[src/rtl/score_display_ctrl.sv]
// Pong score controller and 7-segment display sequencer.
// Ports: clk_200hz/reset, point_p1/p2 and new_game levels in; BCD digits, blank mask, game_over, winner out.
module score_display_ctrl #(
  parameter int WIN_SCORE   = 11,
  parameter int FLASH_TICKS = 200,
  parameter int BLINK_HALF  = 50
) (
  input  logic       clk_200hz,
  input  logic       reset,
  input  logic       point_p1,
  input  logic       point_p2,
  input  logic       new_game,
  output logic [3:0] player1_unit,
  output logic [3:0] player1_tens,
  output logic [3:0] player2_unit,
  output logic [3:0] player2_tens,
  output logic [3:0] blank,
  output logic       game_over,
  output logic [1:0] winner
);

  localparam logic [1:0] S_PLAY  = 2'd0;
  localparam logic [1:0] S_FLASH = 2'd1;
  localparam logic [1:0] S_WIN   = 2'd2;

  localparam int TW = $clog2(FLASH_TICKS + 1);
  localparam int BW = $clog2(BLINK_HALF + 1);
  localparam logic [7:0] WIN_BCD =
    {4'(WIN_SCORE / 10), 4'(WIN_SCORE % 10)};

  logic [1:0]    r_state, n_state;
  logic [7:0]    r_p1, n_p1;
  logic [7:0]    r_p2, n_p2;
  logic [1:0]    r_pend, n_pend;
  logic [1:0]    r_mask, n_mask;
  logic [1:0]    r_winner, n_winner;
  logic [TW-1:0] r_timer, n_timer;
  logic [BW-1:0] r_pcnt, n_pcnt;
  logic          r_phase, n_phase;
  logic          r_prev1, r_prev2, r_prevng;
  logic [3:0]    r_blank;
  logic          r_game_over;

  logic [1:0] w_pt;
  logic       w_ng;
  logic [1:0] w_inc;
  logic       w_sel1, w_sel2;
  logic [3:0] w_blank;

  function automatic logic [7:0] bcd_inc(input logic [7:0] v);
    if (v[3:0] == 4'd9) return {v[7:4] + 4'd1, 4'd0};
    return {v[7:4], v[3:0] + 4'd1};
  endfunction

  assign w_pt = {point_p2 & ~r_prev2, point_p1 & ~r_prev1};
  assign w_ng = new_game & ~r_prevng;

  always_comb begin
    n_state  = r_state;
    n_p1     = r_p1;
    n_p2     = r_p2;
    n_pend   = r_pend;
    n_mask   = r_mask;
    n_winner = r_winner;
    n_timer  = r_timer;
    n_pcnt   = r_pcnt;
    n_phase  = r_phase;
    w_inc    = 2'b00;
    if (r_state != S_PLAY) begin
      if (r_pcnt == BW'(BLINK_HALF - 1)) begin
        n_pcnt  = '0;
        n_phase = ~r_phase;
      end else begin
        n_pcnt = r_pcnt + 1'b1;
      end
    end
    if (w_ng) begin
      n_state  = S_PLAY;
      n_p1     = '0;
      n_p2     = '0;
      n_pend   = '0;
      n_mask   = '0;
      n_winner = '0;
      n_timer  = '0;
      n_pcnt   = '0;
      n_phase  = 1'b0;
    end else begin
      unique case (r_state)
        S_PLAY: w_inc = w_pt;
        S_FLASH: begin
          if (r_timer == TW'(FLASH_TICKS - 1)) begin
            // an edge on the exit cycle is kept, not lost
            w_inc   = r_pend | w_pt;
            n_pend  = '0;
            n_timer = '0;
            n_state = S_PLAY;
          end else begin
            n_timer = r_timer + 1'b1;
            n_pend  = r_pend | w_pt;
          end
        end
        S_WIN: ;
        default: n_state = S_PLAY;
      endcase
    end
    if (|w_inc) begin
      if (w_inc[0] && r_p1 != WIN_BCD) n_p1 = bcd_inc(r_p1);
      if (w_inc[1] && r_p2 != WIN_BCD) n_p2 = bcd_inc(r_p2);
      n_pend  = '0;
      n_timer = '0;
      n_pcnt  = '0;
      n_phase = 1'b0;
      if (n_p1 == WIN_BCD || n_p2 == WIN_BCD) begin
        n_state  = S_WIN;
        n_winner = {n_p2 == WIN_BCD, n_p1 == WIN_BCD};
        n_mask   = '0;
      end else begin
        n_state = S_FLASH;
        n_mask  = w_inc;
      end
    end
  end

  // blank is registered from next-state values so it stays aligned with the digits
  always_comb begin
    w_sel1 = (n_state == S_FLASH && n_mask[0]) ||
             (n_state == S_WIN && n_winner[0]);
    w_sel2 = (n_state == S_FLASH && n_mask[1]) ||
             (n_state == S_WIN && n_winner[1]);
    w_blank[0] = n_phase & w_sel1;
    w_blank[1] = (n_p1[7:4] == 4'd0) | (n_phase & w_sel1);
    w_blank[2] = n_phase & w_sel2;
    w_blank[3] = (n_p2[7:4] == 4'd0) | (n_phase & w_sel2);
  end

  always_ff @(posedge clk_200hz or posedge reset) begin
    if (reset) begin
      r_state     <= S_PLAY;
      r_p1        <= '0;
      r_p2        <= '0;
      r_pend      <= '0;
      r_mask      <= '0;
      r_winner    <= '0;
      r_timer     <= '0;
      r_pcnt      <= '0;
      r_phase     <= 1'b0;
      r_prev1     <= 1'b0;
      r_prev2     <= 1'b0;
      r_prevng    <= 1'b0;
      r_blank     <= 4'b1010;
      r_game_over <= 1'b0;
    end else begin
      r_state     <= n_state;
      r_p1        <= n_p1;
      r_p2        <= n_p2;
      r_pend      <= n_pend;
      r_mask      <= n_mask;
      r_winner    <= n_winner;
      r_timer     <= n_timer;
      r_pcnt      <= n_pcnt;
      r_phase     <= n_phase;
      r_prev1     <= point_p1;
      r_prev2     <= point_p2;
      r_prevng    <= new_game;
      r_blank     <= w_blank;
      r_game_over <= (n_state == S_WIN);
    end
  end

  assign player1_tens = r_p1[7:4];
  assign player1_unit = r_p1[3:0];
  assign player2_tens = r_p2[7:4];
  assign player2_unit = r_p2[3:0];
  assign blank        = r_blank;
  assign game_over    = r_game_over;
  assign winner       = r_winner;

endmodule

[config.mk]
export PLATFORM = sky130hd
export DESIGN_NAME = score_display_ctrl
export DESIGN_NICKNAME = d
export VERILOG_FILES = /design/src/rtl/score_display_ctrl.sv
export SDC_FILE = /design/constraint.sdc
export NUM_CORES = 1
export LEC_CHECK = 0
export CAP_MARGIN = 20
export CELL_PAD_IN_SITES_DETAIL_PLACEMENT = 1
export CELL_PAD_IN_SITES_GLOBAL_PLACEMENT = 1
export CORE_MARGIN = 5
export CORE_UTILIZATION = 49
export CTS_CLUSTER_SIZE = 16
export DETAILED_ROUTE_END_ITERATION = 6
export DONT_BUFFER_PORTS = 1
export GPL_ROUTABILITY_DRIVEN = 1
export GPL_TIMING_DRIVEN = 0
export PLACE_DENSITY = 0.8
export SLEW_MARGIN = 20
export SYNTH_ARGS = -nofsm -noshare
export SYNTH_HDL_FRONTEND = slang
export SYNTH_SLANG_ARGS = --single-unit
[constraint.sdc]
create_clock -name clk_200hz -period 2.8 [get_ports clk_200hz]
set_clock_uncertainty 0.05 [all_clocks]
set_input_delay 0.56 -clock clk_200hz [delete_from_list [all_inputs] [get_ports clk_200hz]]
set_output_delay 0.56 -clock clk_200hz [all_outputs]
set_load 0.02 [all_outputs]
==> impl_metrics.json, run 1 <==
{
  "p_leak_nw": 1.32,
  "ys_ff_latch": 47,
  "r2r-start": "r_timer[1]",
  "core_area_um2": 5200,
  "min_path_type": "in2async",
  "drcViolationCount": 0,
  "start_kind": "flip-flop",
  "crit_path_end_kind": "flip-flop",
  "grt_pass1_vias": 2357,
  "wl_per_cell_um": 19.2,
  "report.final.slew_viol_count": 0,
  "first_iter_violations": 57,
  "worst_pin_slew_ns": 0.617,
  "rsz0062_at_grt": "yes",
  "synth_area_um2": 2670,
  "grt_antenna_before_repair": 0,
  "avgSynthCellArea_um2": 9.42,
  "hold_violations": 0,
  "critPathRequiredTime_ns": 2.95,
  "drive_gt1_share_pct": 19.2,
  "drt_pass1_iterations": 4,
  "clk_path_buf_depth": 2,
  "final.period_utilization_pct": 98.5,
  "row_count": 26,
  "peakVddDrop_mv": 0.351,
  "ant_nets": 0,
  "crit_fanout": 5,
  "diodes": 0,
  "initial_utilization_pct": 51.2,
  "port_buffers": 0,
  "synth_edf_count": 0,
  "grt_overflow": 0,
  "synth_fp_nets": 295,
  "async_flop_share_pct": 100,
  "synth_cells": 283,
  "arrival_ns": 2.91,
  "post-synth-top-count-cell": "dfrtp_1",
  "clock_sinks": 47,
  "nets": 313,
  "rrSetupSlack_ns": 0.04,
  "root_buffer": "clkbuf_8",
  "synth_top_area_share_pct": 42.3,
  "synth-main-ff-cell": "dfrtp_1",
  "io-pin-count": 28,
  "yosys_warnings": 0,
  "clk_pin_slew_ns": 0.09,
  "finalSetupViolCount": 0,
  "relSlewSlack_pct": 58.9,
  "clkLatencyLatePin_ns": 0.31,
  "wl_mm": 7.15,
  "fillers": 602,
  "dp.cells": 354,
  "seq_area_frac_synth_pct": 44.2,
  "via_count": 2226,
  "die_w_um": 83.8,
  "cts_max_level": 2,
  "fin_cells": 372,
  "powerDensity_nw_per_um2": 635,
  "status": "completed",
  "maxCapViolCount": 0,
  "post-dp-hpwl_mm": 4.85,
  "grt_pass1_wl_mm": 11.4,
  "grt_use_total_pct": 19.9,
  "fin_tns_setup_ns": 0,
  "fmax_mhz": 363,
  "die_h_um": 83.8,
  "synth.top_cells.by_area": "dfrtp_1 42%, nor2_1 5.1%, nand2_1 4.5%, nand3_1 3.4%, ha_1 3.3%",
  "area_delta_synth_final_pct": 13.8,
  "rr_endpoint": "blank[0]",
  "critical_path_class": "reg2reg",
  "synth.distinct_cells": 61,
  "die_area_um2": 7010,
  "via_per_inst": 5.98,
  "period_minus_slack_ns": 2.76,
  "gp_congestion": 0.794,
  "cts_tree": "done",
  "cts_buffers": 5,
  "yosys-top-cells-count": "45 x dfrtp_1, 36 x nor2_1, 32 x nand2_1",
  "synth.largest_area_cell": "dfrtp_1",
  "r2r_cells": 10,
  "grt_max_degree": 27
}
-- flip-flops by register name, indices dropped and copies added (netlist names) --
register	cells
blank	4
r_timer	8
r_mask	2
r_pcnt	6
r_state	2
r_pend	2
r_prev1	1
r_phase	1
r_p2	8
r_prev2	1
r_prevng	1
r_p1	8
winner	2
game_over	1
-- per-layer routing --
layer / vias to the layer above / track usage [%] / part of all wire [%]
met1: 1120 / 24.9 / 42
met5: - / 0 / 0
li1: 1053 / - / -
met2: 40 / 33.6 / 52
met4: 0 / 6.43 / 2.0
met3: 13 / 5.13 / 4.5
-- cells in the final DEF, fill, tap and decap left out, types with 3 or more instances in the layout --
cell,n
nand4_1,9
a31oi_1,3
nor4_1,3
xor2_1,10
a22oi_1,3
clkbuf_1,5
nor3_1,7
a21oi_1,9
o21ai_0,13
a211oi_1,3
xnor2_1,4
nor2b_1,4
nand2_1,30
inv_1,7
nor2_1,35
ha_1,6
o21a_1,3
o2111ai_2,3
nand2b_1,3
buf_4,11
dfrtp_1,45
clkbuf_8,5
nand3_1,18
-- worst max-delay path by stage --
| stage | start | end | slack (ns) |
|---|---|---|---|
| after floorplan | r_timer[0] | blank[0] | 0.24 |
| after global placement | r_timer[0] | blank[0] | -0.17 |
| after detailed placement | r_timer[0] | blank[0] | -0.22 |
| after CTS | r_timer[1] | blank[0] | 0.02 |
| after global routing | r_timer[1] | blank[0] | -0.08 |
| final | r_timer[1] | blank[0] | 0.04 |
-- final cells by class --
class,instances,area (um^2),area share (%)
clock buffer,6,72.6,2.39
buffer,7,35.0,1.15
clock inverter,2,12.5,0.412
multi-input combinational,221,1520,50.2
sequential,47,1180,38.8
timing repair buffer,11,95.1,3.13
inverter,8,30.0,0.990
tap,70,87.6,2.89
-- worst max-delay path: stages, from the launching register on --
cell       delay, ns
dfrtp_1         0.43
ha_4            0.19
and4bb_4        0.29
o2111ai_2       0.20
a21boi_4        0.28
xnor2_2         0.21
nor4bb_4        0.11
buf_4           0.16
o32ai_4         0.30
nand2_2         0.12
a2111oi_4       0.31
-- cells by family (layout without fill, tap and decap cells) --
family / after synthesis / count (layout) / synth area share, %
mux: 3 / 3 / 1.13
flops: 47 / 47 / 44.2
simple gates: 138 / 138 / 27.5
fa+ha+maj: 7 / 7 / 3.29
buf+inv: 15 / 34 / 2.44
xor+xnor: 15 / 15 / 4.93
compound gates: 58 / 58 / 16.5
-- per-stage QoR --
step | total power, mW | utilization, % | hold WS (ns) | area, um^2 | worst slack [ns]
floorplan | 1.29 | - | 0.409 | 2670 | 0.243
global placement | 1.40 | 52.9 | 0.432 | 2750 | -0.173
detailed placement | 1.44 | 53.3 | 0.448 | 2770 | -0.220
CTS | 1.87 | 55.5 | 0.111 | 2890 | 0.0174
global route | 2.06 | 58.3 | 0.120 | 3030 | -0.0757
finish | 1.93 | 58.3 | 0.105 | 3030 | 0.0425
-- repair_timing --
| item | in CTS | in global routing |
|---|---|---|
| hold endpoints to repair | 0 | 0 |
| pin swaps | 2 | 5 |
| hold buffers | 0 | 0 |
| buffers inserted | 2 | 8 |
| gates resized for setup | 4 | 13 |
| endpoints found under the setup margin | 4 | 5 |
-- report_power, final --
part	total (mW)	switching [mW]	internal [mW]
combinational	0.601	0.370	0.232
clock	0.417	0.242	0.175
sequential	0.909	0.144	0.765
Note: power is estimated with default switching activity, not from simulation.
==> run 2, diff against run 1 <==
--- a/constraint.sdc
+++ b/constraint.sdc
@@ -3,3 +3,3 @@
 set_input_delay 0.56 -clock clk_200hz [delete_from_list [all_inputs] [get_ports clk_200hz]]
 set_output_delay 0.56 -clock clk_200hz [all_outputs]
-set_load 0.02 [all_outputs]
+set_load 0.1 [all_outputs]
==> impl_metrics.json, run 2 (synthesized netlist as in run 1, its figures left out) <==
{
  "critical-path-top-delay-family": "compound AO/OA/AOI/OAI gates",
  "gp_congestion": 0.787,
  "area_delta_synth_final_pct": 15.9,
  "seq_power_share_pct": 48.5,
  "maxCapViolCount": 0,
  "drcViolationCount": 0,
  "grt_antenna_before_repair": 0,
  "fillers": 600,
  "wl_mm": 7.00,
  "arrival_ns": 2.96,
  "cts_max_level": 2,
  "min_path_type": "in2async",
  "via_count": 2246,
  "wl_per_cell_um": 18.8,
  "row_count": 26,
  "ant_nets": 0,
  "grt_overflow": 0,
  "crit_end": "blank[0]",
  "largestRegisters": "r_p1 (8), r_p2 (8), r_timer (8)",
  "worstSetupStartpoint": "r_timer[0]",
  "die_h_um": 83.8,
  "relSlewSlack_pct": 29.0,
  "pwr-share-clk_pct": 24.1,
  "drt_pass1_iterations": 4,
  "clock_sinks": 47,
  "rsz0062_at_grt": "yes",
  "power.net_switching_mw": 0.921,
  "status": "complete, but fails checks",
  "crit_fanout": 5,
  "grt_pass1_vias": 2329,
  "core_area_um2": 5200,
  "drive_gt1_share_pct": 24.2,
  "cts_buffers": 5,
  "final_common_cell": "nor2_1",
  "die_w_um": 83.8,
  "post-dp-hpwl_mm": 4.59,
  "cp_num_cells": 10,
  "start_kind": "flip-flop",
  "clk_path_buf_depth": 2,
  "netSwitchingFraction_pct": 41.5,
  "hold_violations": 0,
  "max_stage_delay_ns": 0.43,
  "dp.cells": 354,
  "rrSetupSlack_ns": -0.007,
  "fin_tns_setup_ns": -0.00672,
  "final_cell_mix": "35 x nor2_1, 31 x nand2_1, 30 x dfrtp_1, 18 x nand3_1, 13 x o21ai_0",
  "place_ws_ns": -0.497,
  "clkLatencyLatePin_ns": 0.31,
  "worst_pin_slew_ns": 1.06,
  "port_buffers": 0,
  "ctsHoldBuffers": 0,
  "peakVddDrop_mv": 0.607,
  "initial_utilization_pct": 51.2,
  "critPathRequiredTime_ns": 2.96,
  "finalSetupViolCount": 1,
  "critical-path-slowest-cell": "dfrtp_1",
  "combinationalPowerShare_pct": 27.4,
  "r2r_cells": 10,
  "nets": 313,
  "fmax_mhz": 356,
  "p_leak_nw": 1.31,
  "critPathBufInv": 1,
  "cts_tree": "done",
  "final.period_utilization_pct": 100,
  "setup_slack_ns": -0.00672,
  "grt_use_total_pct": 19.9,
  "die_area_um2": 7010,
  "diodes": 0,
  "report.final.slew_viol_count": 0,
  "r2r-start": "r_timer[0]",
  "fin_cells": 372,
  "period_minus_slack_ns": 2.81,
  "root_buffer": "clkbuf_8",
  "rr_endpoint": "blank[0]",
  "io-pin-count": 28,
  "path_cells": "ha_4 > and4bb_4 > o2111ai_2 > a21boi_4 > mux2i_2 > nor4bb_4 > buf_4 > o32ai_4 > nand2_2 > a2111oi_4",
  "first_iter_violations": 59,
  "grt_pass1_wl_mm": 11.4,
  "clk_pin_slew_ns": 0.10,
  "violations": "negative setup slack",
  "internal_power_mw": 1.30,
  "critical_path_class": "reg2reg",
  "via_per_inst": 6.04,
  "crit_path_end_kind": "flip-flop",
  "powerDensity_nw_per_um2": 718,
  "grt_max_degree": 26,
  "finalPower_mw": 2.22
}
[run 2: changes by cell type in the layout (fill, tap and decap cells not counted), moves of 2 or more]
cell / change
dfrtp_2: +11
o2111ai_2: -2
dfrtp_1: -15
dfrtp_4: +4
o2111ai_1: +2
[run 2: per-stage QoR]
| stage | util, % | area [um^2] | hold slack (ns) |
|---|---|---|---|
| floorplan | - | 2670 | 0.409 |
| global placement | 52.9 | 2750 | 0.434 |
| detailed placement | 53.3 | 2770 | 0.439 |
| CTS | 57.1 | 2970 | 0.122 |
| global route | 59.4 | 3090 | 0.152 |
| finish | 59.4 | 3090 | 0.111 |
[run 2: cell type report]
class	count	area (um^2)	share of cell area (%)
Buffer	7	35.0	1.13
Clock buffer	6	82.6	2.67
Clock inverter	2	35.0	1.13
Inverter	8	30.0	0.972
Multi-Input combinational cell	221	1520	49.1
Sequential cell	47	1210	39.1
Tap cell	70	87.6	2.84
Timing Repair Buffer	11	95.1	3.08
[run 2: per-layer routing]
| metal | GRT usage, % | wire length, um | up-vias |
|---|---|---|---|
| met2 | 33.6 | 3580 | 32 |
| met4 | 7.02 | 157 | 0 |
| met3 | 4.05 | 224 | 13 |
| li1 | - | - | 1052 |
| met5 | 0 | 0 | - |
| met1 | 25.0 | 3040 | 1149 |
[run 2: how the worst min path moves through the flow]
stage                          start    endpoint  slack, ns
final                          reset     r_p2[3]       0.11
after global routing           reset     r_p2[3]       0.15
after CTS                      reset     r_p2[3]       0.12
after detailed placement  r_timer[7]  r_timer[7]       0.44
after global placement     r_mask[1]   r_mask[1]       0.43
after floorplan           r_timer[7]  r_timer[7]       0.41
[run 2: what timing repair did]
action / CTS / global route
setup endpoints to repair: 11 / 7
pin swaps: 3 / 4
gates resized for setup: 21 / 13
setup buffers: 3 / 7
[run 2: power by group through the flow]
stage	combinational, mW	sequential, mW	clock [mW]
6_report	0.608	1.08	0.535
4_1_cts	0.542	1.07	0.546
2_1_floorplan	0.402	1.05	0
5_1_grt	0.675	1.09	0.571
3_5_place_dp	0.513	1.08	0
3_3_place_gp	0.494	1.07	0
